**src/rtl/mem_access_unit.sv**
```systemverilog
// mem_access_unit: MEM-stage load/store initiator for dm_4k with sub-word read-modify-write.
// Optional feature macro MEM_ACCESS_MISALIGN_CHK_EN: reject illegal/misaligned requests with an err pulse.
module mem_access_unit #(
   parameter int ADDR_W = 5
) (
   input  logic              clk,
   input  logic              rst_n,
   input  logic              ex_valid,
   input  logic              ex_rd,
   input  logic              ex_wr,
   input  logic [1:0]        ex_size,
   input  logic              ex_unsigned,
   input  logic [31:0]       ex_addr,
   input  logic [31:0]       ex_wdata,
   output logic              stall,
   output logic              wb_valid,
   output logic [31:0]       wb_rdata,
   output logic              err,
   output logic [ADDR_W-1:0] dm_addr,
   output logic [31:0]       dm_din,
   output logic              dm_wr,
   output logic              dm_rd,
   input  logic [31:0]       dm_dout
);
   typedef enum logic [1:0] {IDLE, ACCESS, MERGE} state_t;
   state_t            state_q, state_d;
   logic [ADDR_W+1:0] addr_q, addr_d, addr_in;
   logic [31:0]       wdata_q, wdata_d, merge_q, merge_d, wb_rdata_q, wb_rdata_d;
   logic [1:0]        size_q, size_d, size_in;
   logic              uns_q, uns_d, wr_q, wr_d, wb_valid_q, wb_valid_d, err_q, err_d;
   logic              req, ready, bad, accept, wr_in, sub_st, in_access;
   logic [4:0]        sh;
   logic [31:0]       lane, ld_ext, mask, merged;
   logic              unused_bits;
`ifdef MEM_ACCESS_MISALIGN_CHK_EN
   assign bad     = (ex_rd & ex_wr) | (ex_size == 2'b11) | ((ex_size == 2'b01) & ex_addr[0])
                  | ((ex_size == 2'b10) & (ex_addr[1:0] != 2'b00));
   assign size_in = ex_size;
   assign addr_in = ex_addr[ADDR_W+1:0];
`else
   assign bad     = 1'b0;
   assign size_in = ex_size[1] ? 2'b10 : ex_size;
   assign addr_in = {ex_addr[ADDR_W+1:2], size_in[1] ? 2'b00 : {ex_addr[1], ex_addr[0] & ~size_in[0]}};
`endif
   assign wr_in     = ex_wr & ~ex_rd;
   assign req       = ex_valid & (ex_rd | ex_wr);
   assign in_access = state_q == ACCESS;
   assign sub_st    = wr_q & (size_q != 2'b10);
   assign ready     = ~in_access | ~sub_st;
   assign accept    = req & ready & ~bad;
   assign stall     = req & ~ready;
   assign sh        = {addr_q[1:0], 3'b000};
   assign lane      = dm_dout >> sh;
   assign ld_ext    = (size_q == 2'b00) ? {{24{~uns_q & lane[7]}}, lane[7:0]} :
                      (size_q == 2'b01) ? {{16{~uns_q & lane[15]}}, lane[15:0]} : dm_dout;
   assign mask      = ((size_q == 2'b00) ? 32'h0000_00FF : 32'h0000_FFFF) << sh;
   assign merged    = (merge_q & ~mask) | ((wdata_q << sh) & mask);
   assign dm_addr   = addr_q[ADDR_W+1:2];
   assign dm_din    = (state_q == MERGE) ? merged : wdata_q;
   assign dm_rd     = in_access & (~wr_q | sub_st);
   assign dm_wr     = (state_q == MERGE) | (in_access & wr_q & ~sub_st);
   assign wb_valid  = wb_valid_q;
   assign wb_rdata  = wb_rdata_q;
   assign err       = err_q;
   assign unused_bits = ^{ex_addr[31:ADDR_W+2], lane[31:16]};
   // Next state: capture accepted requests, buffer the old word for sub-word stores, register load results.
   always_comb begin
      state_d    = (in_access & sub_st) ? MERGE : accept ? ACCESS : IDLE;
      addr_d     = accept ? addr_in : addr_q;
      wdata_d    = accept ? ex_wdata : wdata_q;
      size_d     = accept ? size_in : size_q;
      uns_d      = accept ? ex_unsigned : uns_q;
      wr_d       = accept ? wr_in : wr_q;
      merge_d    = (in_access & sub_st) ? dm_dout : merge_q;
      wb_valid_d = in_access & ~wr_q;
      wb_rdata_d = (in_access & ~wr_q) ? ld_ext : wb_rdata_q;
      err_d      = req & ready & bad;
   end
   // State and datapath registers; reset drops any in-flight merge write.
   always_ff @(posedge clk or negedge rst_n) begin
      if (!rst_n) begin
         state_q    <= IDLE;
         addr_q     <= '0;
         wdata_q    <= '0;
         size_q     <= '0;
         uns_q      <= 1'b0;
         wr_q       <= 1'b0;
         merge_q    <= '0;
         wb_valid_q <= 1'b0;
         wb_rdata_q <= '0;
         err_q      <= 1'b0;
      end else begin
         state_q    <= state_d;
         addr_q     <= addr_d;
         wdata_q    <= wdata_d;
         size_q     <= size_d;
         uns_q      <= uns_d;
         wr_q       <= wr_d;
         merge_q    <= merge_d;
         wb_valid_q <= wb_valid_d;
         wb_rdata_q <= wb_rdata_d;
         err_q      <= err_d;
      end
   end
endmodule
```
**config.mk**
```make
export PLATFORM = sky130hd
export DESIGN_NAME = mem_access_unit
export DESIGN_NICKNAME = d
export VERILOG_FILES = /design/src/rtl/mem_access_unit.sv
export SDC_FILE = /design/constraint.sdc
export NUM_CORES = 1
export LEC_CHECK = 0
export CAP_MARGIN = 20
export CORE_UTILIZATION = 40
export CTS_CLUSTER_SIZE = 30
export DETAILED_ROUTE_END_ITERATION = 8
export GPL_ROUTABILITY_DRIVEN = 0
export PLACE_DENSITY = 0.73
export SLEW_MARGIN = 30
export SYNTH_ARGS = -nofsm -noshare
export SYNTH_HDL_FRONTEND = slang
export SYNTH_SLANG_ARGS = --single-unit
```
**constraint.sdc**
```tcl
create_clock -name clk -period 1.6 [get_ports clk]
set_clock_uncertainty 0.05 [all_clocks]
set_input_delay 0.32 -clock clk [delete_from_list [all_inputs] [get_ports clk]]
set_output_delay 0.32 -clock clk [all_outputs]
set_load 0.02 [all_outputs]
```
# Word-level counts from Yosys, hierarchy flattened
# Index checks and enable logic that the tools add are counted.
dict set report totals {
  output_inout_bits 74
  wordCells 53
  register_bits 110
  inputBits 104
}
dict set report classes {
  eq_ne 4
  bitwise_logic 28
  muxes 8
  shifts 3
  reduce_logical 1
}
# cell n
set ops {}
lappend ops {{$mux W32} 3}
lappend ops {{$and A32 B32 Y32} 2}
lappend ops {{$not A32 Y32} 1}
lappend ops {{$or A32 B32 Y32} 1}
lappend ops {{$shl A16 B5 Y32} 1}
lappend ops {{$shl A32 B5 Y32} 1}
lappend ops {{$shr A32 B5 Y16} 1}
lappend ops {{$mux W16} 1}
lappend ops {{$and A1 B1 Y1} 13}
lappend ops {{$not A1 Y1} 7}
lappend ops {{$mux W2} 3}
lappend ops {{$eq A2 B1 Y1 const B} 2}
lappend ops {{$or A1 B1 Y1} 4}
lappend ops {{$eq A2 B2 Y1 const B} 1}
lappend ops {{$logic_not A2 Y1} 1}
lappend ops {{$ne A2 B2 Y1 const B} 1}
lappend ops {{$mux W1} 1}

# Depth between registers and ports, before layout
# Gate-level depths: netlist of the first run.
dict set report logic_depth {
  ltp_word 7
  ltp_mapped 7
  ltp_nobuf 5
}

# Worst setup path after synthesis of the first run
# Ideal clock, no wire load.
dict set report synth_timing {
  path_type {reg2out}
  start {register size_q[0]}
  end {output port dm_din[16]}
  path_stages_with_launch 7
  path_buffers 2
  required_time_ns 1.230
  t_arrival_ns 1.832
  slack_ns -0.602
  path_cell_list {dfrtp_1 buf_4 nor2_4 or2_2 buf_2 nor2_1 o41ai_1}
}
dict set report synth_between {
  elab_chain_len 7
  word_cells_on_any_way 8
  cone_classes {1 x shift; 2 x mux; 4 x bitwise; 1 x reduce/logical}
}
# item line
set synth_lines {}
lappend synth_lines {{from (decl)} 29} ;# logic [1:0] size_q, size_d, size_in;
lappend synth_lines {{from (signal assigned)} 96} ;# size_q <= size_d;
lappend synth_lines {{$logic_not A2 Y1 *} 56} ;# assign mask = ((size_q == 2'b00) ? 32'h0000_00FF : 32'h0000_FFFF) << sh;
lappend synth_lines {{$mux W16 *} 56}
lappend synth_lines {{$shl A16 B5 Y32 *} 56}
lappend synth_lines {{$not A32 Y32} 57} ;# assign merged = (merge_q & ~mask) | ((wdata_q << sh) & mask);
lappend synth_lines {{$and A32 B32 Y32} 57}
lappend synth_lines {{$or A32 B32 Y32 *} 57}
lappend synth_lines {{$mux W32 *} 59} ;# assign dm_din = (state_q == MERGE) ? merged : wdata_q;
lappend synth_lines {{to (decl)} 20} ;# output logic [31:0] dm_din,
# Mark *: on every way between the ends. The rest lies on a longest branch, timed or not.

# Worst setup path in the final report of the first run
dict set report layout_timing {
  start {register addr_q[0]}
  end {output port dm_din[12]}
}
dict set report layout_between {
  elab_chain_len 5
  word_cells_on_any_way 7
  cone_classes {2 x shift; 1 x mux; 4 x bitwise}
}
# item line
set layout_lines {}
lappend layout_lines {{from (decl)} 27} ;# logic [ADDR_W+1:0] addr_q, addr_d, addr_in;
lappend layout_lines {{from (signal assigned)} 94} ;# addr_q <= addr_d;
lappend layout_lines {{$shl A16 B5 Y32} 56}
lappend layout_lines {{$not A32 Y32} 57}
lappend layout_lines {{$and A32 B32 Y32} 57}
lappend layout_lines {{$or A32 B32 Y32 *} 57}
lappend layout_lines {{$mux W32 *} 59}
# Marked as above.

==> summary.txt, run 1 <==
Synthesis
  • Area share of fa/ha/maj cells after synthesis: 0
  • Compound-gate portion of the synthesized area: 0.114
  • Most area-consuming cells after synthesis: dfrtp_1 49%, mux2_2 16%, nand2_1 3.9%
  • Mux contribution to synthesized area: 0.204
  • Mapped Nets: 636
  • XOR/XNOR Fraction of Synth Area: 0
  • Largest family of logic cells by synthesized area: multiplexers
  • Most common cell in the synthesized netlist: dfrtp_1
  • Ys flop type: dfrtp_1
  • Seq/Total Area, Yosys: 0.486
  • Mapped Cells: 532
  • Synth Register Bits: 110
  • Post-synth top cells: 110 x dfrtp_1, 82 x mux2_2, 59 x nand2_1, 47 x nor2_1, 35 x o21ai_0
  • Synth Area in Simple Gates: 0.142
  • Post-synth top area share: 0.486
  • Post-synth cell types: 44
  • Ys async rst share: 1.00
  • Avg Inst Size Synth: 10.6 um2
  • Post-synth top area cell: dfrtp_1
  • Ys Warns: 0
  • Post-synth EDFFs: 0
  • Synth Cell Area: 5660 um2

Placed design
  • Placement Cell Area: 8250 um2
  • Detail Placement HPWL: 13.5 mm
  • IO buf count: 151

Worst hold path
  • Hold Crit Class: in2async

Worst setup path
  • Worst path cell trace: buf_8 -> mux2_4 -> mux2i_1 -> o21ai_2 -> buf_6
  • Crit. End Element: output port
  • CP max stage delay: 0.57 ns
  • CP Buf/Inv Count: 2
  • Worst Path Max Fanout: 7
  • Slowest cell on crit path: dfrtp_2
  • Worst Setup Start Kind: flop
  • Top delay family on crit path: multiplexers
  • Critical path type: reg2out
  • Critical Path RT: 1.23 ns
  • Crit path arrival time: 2.02 ns

Clock network
  • Worst skew pair latency: 0.37 ns
  • TritonCTS clock tree: yes
  • CTS root buf: clkbuf_16
  • CTS Buf Count: 9
  • H-tree levels: 3
  • Clock Tree Buf Depth: 2
  • Worst-path clk slew: 0.09 ns
  • Sink Count: 110

Floorplanning
  • Die height: 121 um
  • Starting density of the core: 0.410
  • # IOs: 178
  • Rows: 43
  • Die ar.: 14600 um2
  • Core ar.: 13800 um2
  • DIE WIDTH: 121 um

Finish
  • Syn-to-layout area delta: 82.0%
  • Fillers: 787
  • Final instance area: 10300 um2
  • Multi-input combinational cell area: 3790 um2
  • Reg area: 2760 um2
  • Ant diodes: 0
  • Share of post-route cells with drive strength above 1: 0.524
  • Fin nets: 901

Timing
  • Period utilization: 1.49
  • RSZ-0062 raised after global routing: yes
  • Worst setup margin: -0.786 ns
  • Fin crit period: 2.39 ns
  • Setup TNS: -59.77 ns
  • Slew @ Worst Pin: 0.504 ns
  • Slew HR: 0.664
  • Final setup vio count: 143
  • Fmax: 419 MHz
  • Count of final max-slew check failures: 0
  • Final hold vios: 0

Drt
  • Initial DRC count: 691
  • Detail Route Antenna Nets: 0
  • DRC Markers: 0
  • WL final: 25.7 mm
  • Drt first pass iters: 7
  • WL per Instance: 26.2 um
  • Vias per std cell: 5.98
  • DR vias: 5868

GRT
  • First-pass GRT wire length: 35.0 mm
  • Vias in the first global route: 5952
  • Initial antenna violation count: 0
  • Gr ovfl total: 0
  • Largest net degree at the start of global routing: 74
  • Overall Global Routing Usage: 0.325

Power
  • Pwr dens: 1380 nW/um2
  • LEAKAGE: 4.67 nW
  • Peak supply drop: 0.751 mV

Run
  • Max cap viols: 0

Run status
  • Failing checks: negative setup slack
  • Status: finished with violations
-- worst paths after layout --
path	slack [ns]	cells past startpoint	start	to
min in group clk	0.43	2	wb_rdata[7]	wb_rdata[7]
worst min-delay path	0.23	2	rst_n	addr_q[4]
worst max-delay path	-0.79	5	addr_q[0]	dm_din[12]
max in group asynchronous	0.56	3	rst_n	size_q[1]
worst min register to register	0.43	2	wb_rdata[7]	wb_rdata[7]
worst max register to register	-0.50	7	size_q[0]	wb_rdata[26]
-- cells in the final DEF (no fill, tap or decap), types with 4 or more instances in the layout --
master             n
mux2_4            81
buf_4             89
nand3_2           15
dlygate4sd2_1     38
clkdlybuf4s50_1   77
buf_16             6
inv_6              4
nand3_1           15
mux2i_4            9
nand2_1           57
nor2_2            15
buf_8              8
buf_12            14
or2_4              8
dfrtp_1          107
nor2_1            24
o21ai_0            5
a22o_1             6
nand2b_4           4
o41ai_4            8
o31ai_4            5
nand3b_1           4
a21oi_1            7
a21oi_4            6
a21oi_2           10
o21ai_2           16
mux2i_2            5
buf_6             54
clkbuf_16         15
mux2i_1            7
nor2_4            11
a222oi_1           6
o21ai_1           14
-- per-layer routing --
metal  global-route usage  vias to the layer above  share of wire
li1                     -                     2413              -
met1                0.398                     2914           0.37
met2                0.536                      397           0.48
met3               0.0606                      144          0.086
met4                0.187                        0          0.067
met5                    0                        -              0
-- what timing repair did --
item / 4_1_cts / 5_1_grt
hold endpoints to repair: 16 / 0
gates cloned: 11 / 4
buffers inserted: 37 / 17
setup endpoints to repair: 181 / 144
resized for setup: 419 / 94
hold buffers: 1 / 0
pin swaps: 30 / 29
-- logic make-up after synthesis --
logic type      after synthesis
simple gates                173
buf+inv                      48
compound gates               96
flops                       110
mux                         104
other cells                   1
-- stage by stage --
step | hold slack (ns) | worst slack, ns | total power [W] | utilization | std cells
after CTS | 0.233 | -0.650 | 0.0133 | 0.712 | 969
after detailed placement | 0.0788 | -0.801 | 0.00976 | 0.597 | 905
after floorplan | -0.0256 | -0.158 | 0.00736 | - | 532
after global placement | 0.0785 | -0.738 | 0.00960 | 0.597 | 905
after global routing | 0.241 | -0.814 | 0.0147 | 0.746 | 982
final | 0.233 | -0.786 | 0.0142 | 0.746 | 982
-- report_power, final --
part	switching (W)	leakage, nW	internal (W)
clock	0.00118	0.164	0.00143
sequential	0.000918	1.31	0.00374
combinational	0.00338	3.20	0.00357
total	0.00548	4.67	0.00874
-- final cells by class --
class,count,area share
Inverter,6,0.00352
Timing Repair Buffer,296,0.308
Clock inverter,6,0.00886
Sequential cell,110,0.267
Tap cell,180,0.0218
Multi-Input combinational cell,374,0.367
Clock buffer,10,0.0232
-- sequential cells by signal, summed over array words and instances (netlist names) --
signal    flops
wr_q          1
wb_valid      1
addr_q        7
uns_q         1
wb_rdata     32
state_q       2
wdata_q      32
size_q        2
merge_q      32
Power figures use the tool's default switching activity.
==> run 2: changes to the inputs <==
- CORE_MARGIN: unset -> 10
==> run 2 against run 1 <==
  * The run still ends with negative setup slack left
  * Sequential power is 3% lower
  * Worst hold slack improved by 0.057 ns
  * Fmax shrank 4.3%
  * Register-to-register slack worse by 0.02 ns
  * Final area down 1.9%
  * Sequential share of layout area grew 0.51 points
  * Clock-buffer cell count grew 1
  * Critical path type unchanged
  * Largest cell class unchanged
  * Highest routed layer unchanged
==> summary.txt, run 2 (synthesis results as in run 1) <==
Timing
  • Period utilization: 1.56 (was 1.49)
  • Final hold vios: 0 (unchanged)
  • Worst setup margin: -0.894 ns (was -0.786 ns)
  • Count of final max-slew check failures: 0 (unchanged)
  • RSZ-0062 raised after global routing: yes (unchanged)
  • Fmax: 401 MHz (was 419 MHz)
  • Final setup vio count: 141 (was 143)
  • Fin crit period: 2.49 ns (was 2.39 ns)

Clock network
  • Sink Count: 110 (unchanged)
  • Clock Tree Buf Depth: 2 (unchanged)
  • H-tree levels: 3 (unchanged)
  • CTS Buf Count: 9 (unchanged)
  • Worst-path clk slew: 0.08 ns (was 0.09 ns)
  • TritonCTS clock tree: yes (unchanged)
  • Worst skew pair latency: 0.37 ns (about the same)
  • CTS root buf: clkbuf_16 (unchanged)

Placed design
  • IO buf count: 151 (unchanged)
  • Placement Cell Area: 8330 um2 (was 8250 um2)
  • Detail Placement HPWL: 15.3 mm (was 13.5 mm)
  • Pre-CTS setup slack: -1.01 ns (was -0.801 ns)

GRT
  • First-pass GRT wire length: 33.3 mm (was 35.0 mm)
  • Gr ovfl total: 0 (unchanged)
  • Largest net degree at the start of global routing: 44 (was 74)
  • Overall Global Routing Usage: 0.219 (was 0.325)
  • Vias in the first global route: 5656 (was 5952)
  • Initial antenna violation count: 0 (unchanged)

Drt
  • DRC Markers: 0 (unchanged)
  • WL per Instance: 25.4 um (was 26.2 um)
  • Vias per std cell: 5.82 (was 5.98)
  • DR vias: 5713 (was 5868)
  • Drt first pass iters: 5 (was 7)
  • WL final: 24.9 mm (was 25.7 mm)
  • Detail Route Antenna Nets: 0 (unchanged)
  • Initial DRC count: 528 (was 691)

Finish
  • Most common cell after layout, fill and taps aside: dfrtp_1 (unchanged)
  • Most frequent cells in the layout: 108 x dfrtp_1, 99 x buf_4, 77 x clkdlybuf4s50_1, 58 x nand2_1, 47 x mux2_4 (was 107 x dfrtp_1, 89 x buf_4, 81 x mux2_4, 77 x clkdlybuf4s50_1, 57 x nand2_1)
  • Syn-to-layout area delta: 78.5% (was 82.0%)
  • Ant diodes: 0 (unchanged)
  • Fin nets: 900 (was 901)
  • Fillers: 846 (was 787)
  • Share of post-route cells with drive strength above 1: 0.509 (was 0.524)
  • Final instance area: 10100 um2 (was 10300 um2)

Power
  • Pwr dens: 1360 nW/um2 (was 1380 nW/um2)
  • LEAKAGE: 4.81 nW (was 4.67 nW)
  • Peak supply drop: 0.770 mV (was 0.751 mV)
  • Clock share of power: 0.190 (was 0.184)
  • P_int: 0.00855 W (was 0.00874 W)
  • Reg power frac: 0.328 (was 0.327)
  • Combinational Power Share: 0.482 (was 0.489)
  • Net Sw Frac: 0.377 (was 0.386)
  • Net Sw Power: 0.00518 W (was 0.00548 W)

Worst setup path
  • Top delay family on crit path: compound AO/OA/AOI/OAI gates (was multiplexers)
  • Crit. End Element: output port (unchanged)
  • Cell repeated most along the worst path: buf_6
  • Worst Setup Start Kind: flop (unchanged)
  • Crit path arrival time: 2.12 ns (was 2.02 ns)
  • Slowest cell on crit path: dfrtp_2 (unchanged)
  • CP Buf/Inv Count: 3 (was 2)
  • Worst path cell trace: buf_6 -> o31ai_4 -> buf_6 -> nor2_2 -> a21oi_2 -> o21ai_2 -> buf_6 (was buf_8 -> mux2_4 -> mux2i_1 -> o21ai_2 -> buf_6)
  • Worst Path Max Fanout: 6 (was 7)
  • Critical Path RT: 1.23 ns (about the same)
  • Critical path type: reg2out (unchanged)
  • CP max stage delay: 0.48 ns (was 0.57 ns)

Run status
  • Status: finished with violations (unchanged)
  • Failing checks: negative setup slack (unchanged)

Floorplanning
  • # IOs: 178 (unchanged)
  • Starting density of the core: 0.408 (was 0.410)
  • Core ar.: 13900 um2 (was 13800 um2)
  • Die ar.: 19300 um2 (was 14600 um2)
  • Rows: 43 (unchanged)
  • DIE WIDTH: 139 um (was 121 um)
  • Die height: 139 um (was 121 um)

Worst hold path
  • Hold Crit Class: in2async (unchanged)

Run
  • Max cap viols: 0 (unchanged)
## run 2: layout make-up
| type | instances | area [um2] | share of cell area |
|---|---|---|---|
| multi-input combinational | 374 | 3560 | 0.352 |
| timing repair buffer | 295 | 3200 | 0.317 |
| sequential | 110 | 2760 | 0.272 |
| clock buffer | 11 | 253 | 0.0250 |
| tap | 180 | 225 | 0.0223 |
| clock inverter | 5 | 81.3 | 0.00804 |
| inverter | 6 | 33.8 | 0.00334 |
## run 2: power by group through the flow
stage | Clock (W) | Sequential [W] | Combinational [W]
detailed placement | 0 | 0.00442 | 0.00544
global route | 0.00272 | 0.00459 | 0.00692
global placement | 0 | 0.00437 | 0.00534
floorplan | 0 | 0.00467 | 0.00269
CTS | 0.00254 | 0.00442 | 0.00592
finish | 0.00261 | 0.00451 | 0.00662
## run 2: stage by stage
stage	cells	setup TNS, ns	total power, W	hold slack [ns]	util
after detailed placement	914	-76.66	0.00986	0.112	0.600
after floorplan	532	-6.23	0.00736	-0.0256	-
after CTS	954	-62.28	0.0129	0.275	0.667
after global placement	914	-72.09	0.00971	0.110	0.600
after global routing	981	-65.73	0.0142	0.300	0.728
final	981	-59.65	0.0137	0.290	0.728
## run 2: layer usage
metal | share of wire | vias to the layer above | GRT usage
met5 | 0 | - | 0
met4 | 0.048 | 0 | 0.0807
met3 | 0.075 | 90 | 0.0565
met2 | 0.49 | 353 | 0.374
met1 | 0.39 | 2860 | 0.257
li1 | - | 2410 | -
## run 2: repair_timing
item / 4_1_cts / 5_1_grt
resized for setup: 246 / 148
setup buffers: 18 / 22
endpoints found under the hold margin: 80 / 0
cloned: 6 / 8
hold buffers: 1 / 0
pin swaps: 17 / 21
setup endpoints to repair: 182 / 182
## run 2: worst paths after layout
kind / start / end / slack (ns) / cells past startpoint
worst max-delay path: addr_q[0] / dm_din[25] / -0.89 / 7
worst min-delay path: rst_n / addr_q[4] / 0.29 / 2
worst max register to register: size_q[1] / addr_q[1] / -0.52 / 9
worst min register to register: wb_rdata[27] / wb_rdata[27] / 0.45 / 2
max in group asynchronous: rst_n / wdata_q[7] / 0.65 / 3
min in group clk: wb_rdata[27] / wb_rdata[27] / 0.45 / 2
